[config.mk]
export PLATFORM = sky130hd
export DESIGN_NAME = mem_readout
export DESIGN_NICKNAME = d
export VERILOG_FILES = /design/src/rtl/mem_readout.sv
export SDC_FILE = /design/constraint.sdc
export NUM_CORES = 1
export LEC_CHECK = 0
export CAP_MARGIN = 20
export CORE_MARGIN = 4
export CORE_UTILIZATION = 30
export CTS_CLUSTER_DIAMETER = 40
export DETAILED_ROUTE_END_ITERATION = 12
export SLEW_MARGIN = 20
export SYNTH_ARGS = -nofsm -noshare
export SYNTH_HDL_FRONTEND = slang
export SYNTH_SLANG_ARGS = --single-unit
[constraint.sdc]
create_clock -name clk -period 7.48 [get_ports clk]
set_input_delay 2.244 -clock clk [delete_from_list [all_inputs] [get_ports clk]]
set_output_delay 2.244 -clock clk [all_outputs]
set_load 0.02 [all_outputs]
[src/rtl/mem_readout.sv]
// mem_readout: streams the entries of the memory page completed in the previous BX.
// On each new-BX strobe, the page (BX counter before increment) is read from a
// 2-cycle-latency memory. Reads are paced by a credit rule so returning words always
// fit the skid FIFO, and the FIFO feeds a valid/ready output. The last word of a
// page is flagged with last_out.
//
// Ports:
//   clk        sole clock, rising edge
//   reset      asynchronous active-low reset
//   start      [1] synchronous flush, [0] new-BX strobe
//   done       start delayed by 3 clk
//   number_in  valid-entry count of the page just completed
//   read_add   memory read address {page[4:0], entry}
//   data_in    memory read data, valid 2 clk after read_add
//   data_out   streamed word (FIFO head)
//   valid_out  data_out holds a word
//   ready_in   downstream accepts
//   last_out   data_out is the final word of the page
//   truncated  one-clk pulse when a readout is cut short by a new start[0]
module mem_readout #(
  parameter int unsigned INPUT_SIZE = 18,
  parameter int unsigned MEM_SIZE   = 6,
  parameter int unsigned FIFO_DEPTH = 4
) (
  input  logic                  clk,
  input  logic                  reset,
  input  logic [1:0]            start,
  output logic [1:0]            done,
  input  logic [5:0]            number_in,
  output logic [MEM_SIZE+4:0]   read_add,
  input  logic [INPUT_SIZE-1:0] data_in,
  output logic [INPUT_SIZE-1:0] data_out,
  output logic                  valid_out,
  input  logic                  ready_in,
  output logic                  last_out,
  output logic                  truncated
);

  localparam int unsigned PW   = $clog2(FIFO_DEPTH);
  localparam int unsigned OW   = PW + 1;
  localparam int unsigned CW   = MEM_SIZE + 1;
  localparam int unsigned NMAX = 1 << MEM_SIZE;
  localparam logic [OW-1:0] DEPTH_C = OW'(FIFO_DEPTH);

  typedef enum logic [1:0] {
    IDLE  = 2'd0,
    READ  = 2'd1,
    DRAIN = 2'd2
  } state_t;

  state_t                state_q, state_d;
  logic [4:0]            bx_q, bx_d;
  logic [4:0]            page_q, page_d;
  logic [CW-1:0]         n_q, n_d;
  logic [CW-1:0]         cnt_q, cnt_d;
  logic                  pend_q, pend_d;
  logic [4:0]            pend_page_q, pend_page_d;
  logic [CW-1:0]         pend_n_q, pend_n_d;
  logic [MEM_SIZE+4:0]   read_add_q, read_add_d;
  logic                  trunc_q, trunc_d;
  // Issued-read tracker: stage 0 = address presented, stage 2 = data_in valid now.
  logic [2:0]            pv_q, pv_d;
  logic [2:0]            pl_q, pl_d;
  logic [FIFO_DEPTH-1:0] lm_q, lm_d;
  logic [PW-1:0]         wr_q, wr_d;
  logic [PW-1:0]         rd_q, rd_d;
  logic [OW-1:0]         occ_q, occ_d;
  logic [1:0]            dly1_q, dly2_q, dly3_q;
  logic [INPUT_SIZE-1:0] mem_q [FIFO_DEPTH];

  logic          valid, pop, push, push_last, drained, issue_ok, retag_fifo, last_issue;
  logic [CW-1:0] n_clip;
  logic [OW-1:0] used;

  assign valid   = (occ_q != '0);
  assign pop     = valid & ready_in;
  assign push    = pv_q[2];
  assign drained = (occ_q == '0) && (pv_q == '0);
  // A pop in this cycle frees a slot, so issuing continues at full rate under ready_in.
  assign used     = occ_q + OW'(pv_q[0]) + OW'(pv_q[1]) + OW'(pv_q[2]) - OW'(pop);
  assign issue_ok = (used < DEPTH_C);
  assign last_issue = (cnt_q == (n_q - CW'(1)));

  always_comb begin
    if (32'(number_in) > NMAX) n_clip = CW'(NMAX);
    else                       n_clip = CW'(number_in);
  end

  always_comb begin
    state_d     = state_q;
    bx_d        = bx_q;
    page_d      = page_q;
    n_d         = n_q;
    cnt_d       = cnt_q;
    pend_d      = pend_q;
    pend_page_d = pend_page_q;
    pend_n_d    = pend_n_q;
    read_add_d  = read_add_q;
    trunc_d     = 1'b0;
    pv_d        = {pv_q[1:0], 1'b0};
    pl_d        = {pl_q[1:0], 1'b0};
    push_last   = pl_q[2];
    retag_fifo  = 1'b0;
    lm_d        = lm_q;
    wr_d        = wr_q;
    rd_d        = rd_q;
    occ_d       = occ_q;

    if (start[0]) bx_d = bx_q + 5'd1;

    case (state_q)
      IDLE: begin
        if (start[0] && (n_clip != '0)) begin
          state_d = READ;
          page_d  = bx_q;
          n_d     = n_clip;
          cnt_d   = '0;
        end
      end
      READ: begin
        if (start[0]) begin
          trunc_d     = 1'b1;
          state_d     = DRAIN;
          pend_d      = (n_clip != '0);
          pend_page_d = bx_q;
          pend_n_d    = n_clip;
          // Move the last flag onto the youngest issued word, wherever it now sits.
          if (cnt_q != '0) begin
            if      (pv_q[0]) pl_d[1]    = 1'b1;
            else if (pv_q[1]) pl_d[2]    = 1'b1;
            else if (pv_q[2]) push_last  = 1'b1;
            else              retag_fifo = 1'b1;
          end
        end else if (issue_ok) begin
          read_add_d = {page_q, cnt_q[MEM_SIZE-1:0]};
          pv_d[0]    = 1'b1;
          pl_d[0]    = last_issue;
          cnt_d      = cnt_q + CW'(1);
          if (last_issue) state_d = DRAIN;
        end
      end
      DRAIN: begin
        if (drained) begin
          pend_d = 1'b0;
          if (start[0]) begin
            if (n_clip != '0) begin
              state_d = READ;
              page_d  = bx_q;
              n_d     = n_clip;
              cnt_d   = '0;
            end else begin
              state_d = IDLE;
            end
          end else if (pend_q) begin
            state_d = READ;
            page_d  = pend_page_q;
            n_d     = pend_n_q;
            cnt_d   = '0;
          end else begin
            state_d = IDLE;
          end
        end else if (start[0]) begin
          pend_d      = (n_clip != '0);
          pend_page_d = bx_q;
          pend_n_d    = n_clip;
        end
      end
      default: state_d = IDLE;
    endcase

    if (push) begin
      lm_d[wr_q] = push_last;
      wr_d       = wr_q + PW'(1);
    end
    if (retag_fifo) lm_d[wr_q - PW'(1)] = 1'b1;
    if (pop) rd_d = rd_q + PW'(1);
    occ_d = occ_q + OW'(push) - OW'(pop);

    if (start[1]) begin
      state_d    = IDLE;
      bx_d       = '1;
      pend_d     = 1'b0;
      pv_d       = '0;
      pl_d       = '0;
      lm_d       = '0;
      wr_d       = '0;
      rd_d       = '0;
      occ_d      = '0;
      trunc_d    = 1'b0;
      read_add_d = read_add_q;
    end
  end

  always_ff @(posedge clk or negedge reset) begin
    if (!reset) begin
      state_q     <= IDLE;
      bx_q        <= '1;
      page_q      <= '0;
      n_q         <= '0;
      cnt_q       <= '0;
      pend_q      <= 1'b0;
      pend_page_q <= '0;
      pend_n_q    <= '0;
      read_add_q  <= '0;
      trunc_q     <= 1'b0;
      pv_q        <= '0;
      pl_q        <= '0;
      lm_q        <= '0;
      wr_q        <= '0;
      rd_q        <= '0;
      occ_q       <= '0;
      dly1_q      <= '0;
      dly2_q      <= '0;
      dly3_q      <= '0;
    end else begin
      state_q     <= state_d;
      bx_q        <= bx_d;
      page_q      <= page_d;
      n_q         <= n_d;
      cnt_q       <= cnt_d;
      pend_q      <= pend_d;
      pend_page_q <= pend_page_d;
      pend_n_q    <= pend_n_d;
      read_add_q  <= read_add_d;
      trunc_q     <= trunc_d;
      pv_q        <= pv_d;
      pl_q        <= pl_d;
      lm_q        <= lm_d;
      wr_q        <= wr_d;
      rd_q        <= rd_d;
      occ_q       <= occ_d;
      dly1_q      <= start;
      dly2_q      <= dly1_q;
      dly3_q      <= dly2_q;
    end
  end

  // FIFO storage needs no reset: data_out is gated by valid.
  always_ff @(posedge clk) begin
    if (push) mem_q[wr_q] <= data_in;
  end

  assign valid_out = valid;
  assign data_out  = valid ? mem_q[rd_q] : '0;
  assign last_out  = valid & lm_q[rd_q];
  assign read_add  = read_add_q;
  assign truncated = trunc_q;
  assign done      = dly3_q;

endmodule

==> impl_metrics.toml <==
[timing]
period_share = 0.6700
setup_tns_ns = 0
worstMarginPinSlew_ns = 0.9747
fin_skew_ns = 0.01068
finalSetupViolations = 0
rsz0062_at_grt = "false"
hold_violations = 0
slew_headroom = 0.3502
fmax_mhz = 199.6
min_period_ns = 5.011
final-max-slew-violation-count = 0
finalHoldWorstSlack_ns = 0.3480

[power_and_ir_drop]
p_leak_uw = 0.002933
switching_share = 0.2999
cell_internal_pwr_uw = 1790
power_switching_uw = 766.6
pwr-share-comb = 0.276
seq_power_share = 0.397
power_density_mw_per_mm2 = 324.3
power.clock.fraction = 0.327
irDropWorstVdd_uv = 182.9

[final_layout]
antennaDiodeCount = 0
fillers = 1979
area_growth_pct = 23.09
nets = 560
drive_gt1_frac = 0.1733

[cts]
postCtsHoldBufs = 0
cts_resized = 0
cts_tree = "done"
cts.clk_slew.worst_paths_ns = 0.06
clk_latency_ns = 0.42
htreeDepth = 4
ctsRootBufferMaster = "clkbuf_16"
post_cts_buffers = 0
clock_path_buffers = 2
cts_buffers = 17
clock_sinks = 146

[critical_path]
cp-end-kind = "register"
crit_path_start_kind = "input port"
critPathArrivalTime_ns = 5.32
cp.required_ns = 7.79
worst-setup-path-type = "input port to register"
crit_fanout = 12

[synthesis]
yosys.area.top_type_share = 0.3376
netlist-cell-type-count = 50
synth-seq-area-share = 0.6278
yosys_warnings = 0
syn_area_mm2 = 0.006404
syn-num-nets = 498
synth_top_area_cell = "edfxtp_1"
synth_most_common_cell = "edfxtp_1"
synthArstFlopShare = 0.5068
ys_top_cells_by_count = "edfxtp_1, dfrtp_1, and2_1, nand2_1"
synth_area_per_cell_um2 = 14.23
synth_area_leaders = "edfxtp_1, dfrtp_1, mux4_2, mux2_2, ha_1"
yosys_register_bits = 146
synth_edf_count = 72
syn_inst = 450
ys.flop_type = "edfxtp_1"

[route]
wl_per_cell_um = 16.11
drtIter0Drc = 212
ant_nets = 0
via_per_inst = 4.756
drc = 0
wl_um = 12890
first_pass_iters = 4
vias = 3805

[floorplan]
die_h_um = 154.1
core_mm2 = 0.02102
fp-row-count = 53
fp.dieW_um = 154.1
die_area_mm2 = 0.02375
pin_count = 63
start_util = 0.3046

[global_route]
grt_usage = 0.1136
antenna_found_initial = 0
grt_overflow = 0
grt_pass1_wl_um = 21130
grt_max_degree = 75
grt_pass1_vias = 3980

[outcome]
status = "completed"

[worst_hold_path]
hp-class = "register to register"

[placed_design]
portBuffers = 62
gp_congestion = 0.7949
hpwl_um = 8392

[run]
maxCapViolCount = 0
## final cells by class
| cell class | instances | area (um^2) | area share |
|---|---|---|---|
| multi-input cells | 262 | 2220 | 0.2816 |
| clock buffers | 17 | 425.4 | 0.05397 |
| well taps | 275 | 344.1 | 0.04365 |
| repair buffers | 65 | 640.6 | 0.08127 |
| inverters | 20 | 75.07 | 0.009524 |
| flip-flops and latches | 146 | 4020 | 0.5100 |
| clock inverters | 15 | 157.7 | 0.02000 |
## worst paths after layout
check	start	to	slack (ns)	depth (start not counted)
min in group asynchronous	reset	pend_page_q[0]	1.93	1
max	ready_in	read_add[0]	2.47	11
max reg2reg	occ_q[1]	read_add[0]	3.74	11
min reg2reg	dly1_q[1]	dly2_q[1]	0.35	0
max in group asynchronous	reset	occ_q[1]	4.86	1
min	dly1_q[1]	dly2_q[1]	0.35	0
## logic make-up (layout without fill, tap and decap cells)
logic type,Yosys count,in the layout,synth area share
flip-flops,146,146,0.6278
AND/OR/NAND/NOR,113,113,0.09848
AO/OA/AOI/OAI,59,59,0.05608
multiplexers,54,54,0.1258
buffers and inverters,42,117,0.02657
adder cells (fa/ha/maj),19,19,0.03947
XOR/XNOR,17,17,0.02579
## through the flow
step           power (uW)    util  instances  setup slack [ns]  cell area [um^2]
2_1_floorplan        1476       -        450             2.793              6404
3_3_place_gp         1733  0.3469        768             1.862              7293
3_5_place_dp         1753  0.3469        768             1.745              7293
4_1_cts              2597  0.3747        800             2.191              7876
5_1_grt              2702  0.3750        800             2.328              7883
6_report             2556  0.3750        800             2.469              7883
## sequential cells by signal, indices dropped and copies added, names as in the netlist, 4 cells and up
register     flops
cnt_q            7
pend_n_q         7
lm_q             4
mem_q           72
page_q           5
pend_page_q      5
bx_q             5
read_add        11
n_q              7
## placed cells by master (no fill, tap or decap), types with 2 or more instances in the layout
master,instances
a211o_1,2
a211oi_1,2
a21oi_1,16
a22oi_1,4
a31oi_1,3
a32o_1,2
and2_1,23
buf_4,4
bufinv_16,2
clkbuf_16,17
clkdlybuf4s50_1,61
clkinv_1,2
clkinv_4,2
clkinvlp_4,4
dfrtp_1,69
dfstp_2,5
edfxtp_1,72
fa_1,2
ha_1,17
inv_1,20
inv_6,3
mux2_2,22
mux2i_1,13
mux4_2,19
nand2_1,23
nand2b_1,6
nand3_1,3
nand3b_1,2
nand4_1,6
nor2_1,20
nor2b_1,7
nor3_1,3
nor4b_1,4
o21ai_0,21
o21ai_2,2
o21bai_1,2
or3_1,5
or3_2,2
xnor2_1,9
xor2_1,7
## power by group through the flow
stage,combinational [uW],sequential [uW],clock [uW]
after global routing,776,1030,895
final,706,1010,835
after floorplan,458,1020,0
after detailed placement,721,1030,0
after global placement,706,1030,0
after CTS,724,1020,856
## critical path, cell delays in order
cell             delay, ns
clkdlybuf4s50_1       0.44
and2_1                0.21
ha_1                  0.30
inv_1                 0.05
fa_1                  0.36
ha_1                  0.28
a31oi_1               0.18
xor3_2                0.25
nand2_2               0.08
nor2_2                0.52
mux2_2                0.41
## routing by layer
metal | part of all wire | vias to the layer above | GRT usage
met1 | 0.46 | 1941 | 0.1444
met2 | 0.48 | 83 | 0.1841
li1 | - | 1764 | -
met4 | 0.016 | 0 | 0.03869
met3 | 0.046 | 17 | 0.03603
met5 | 0 | - | 0
(Power assumes the default switching activity.)
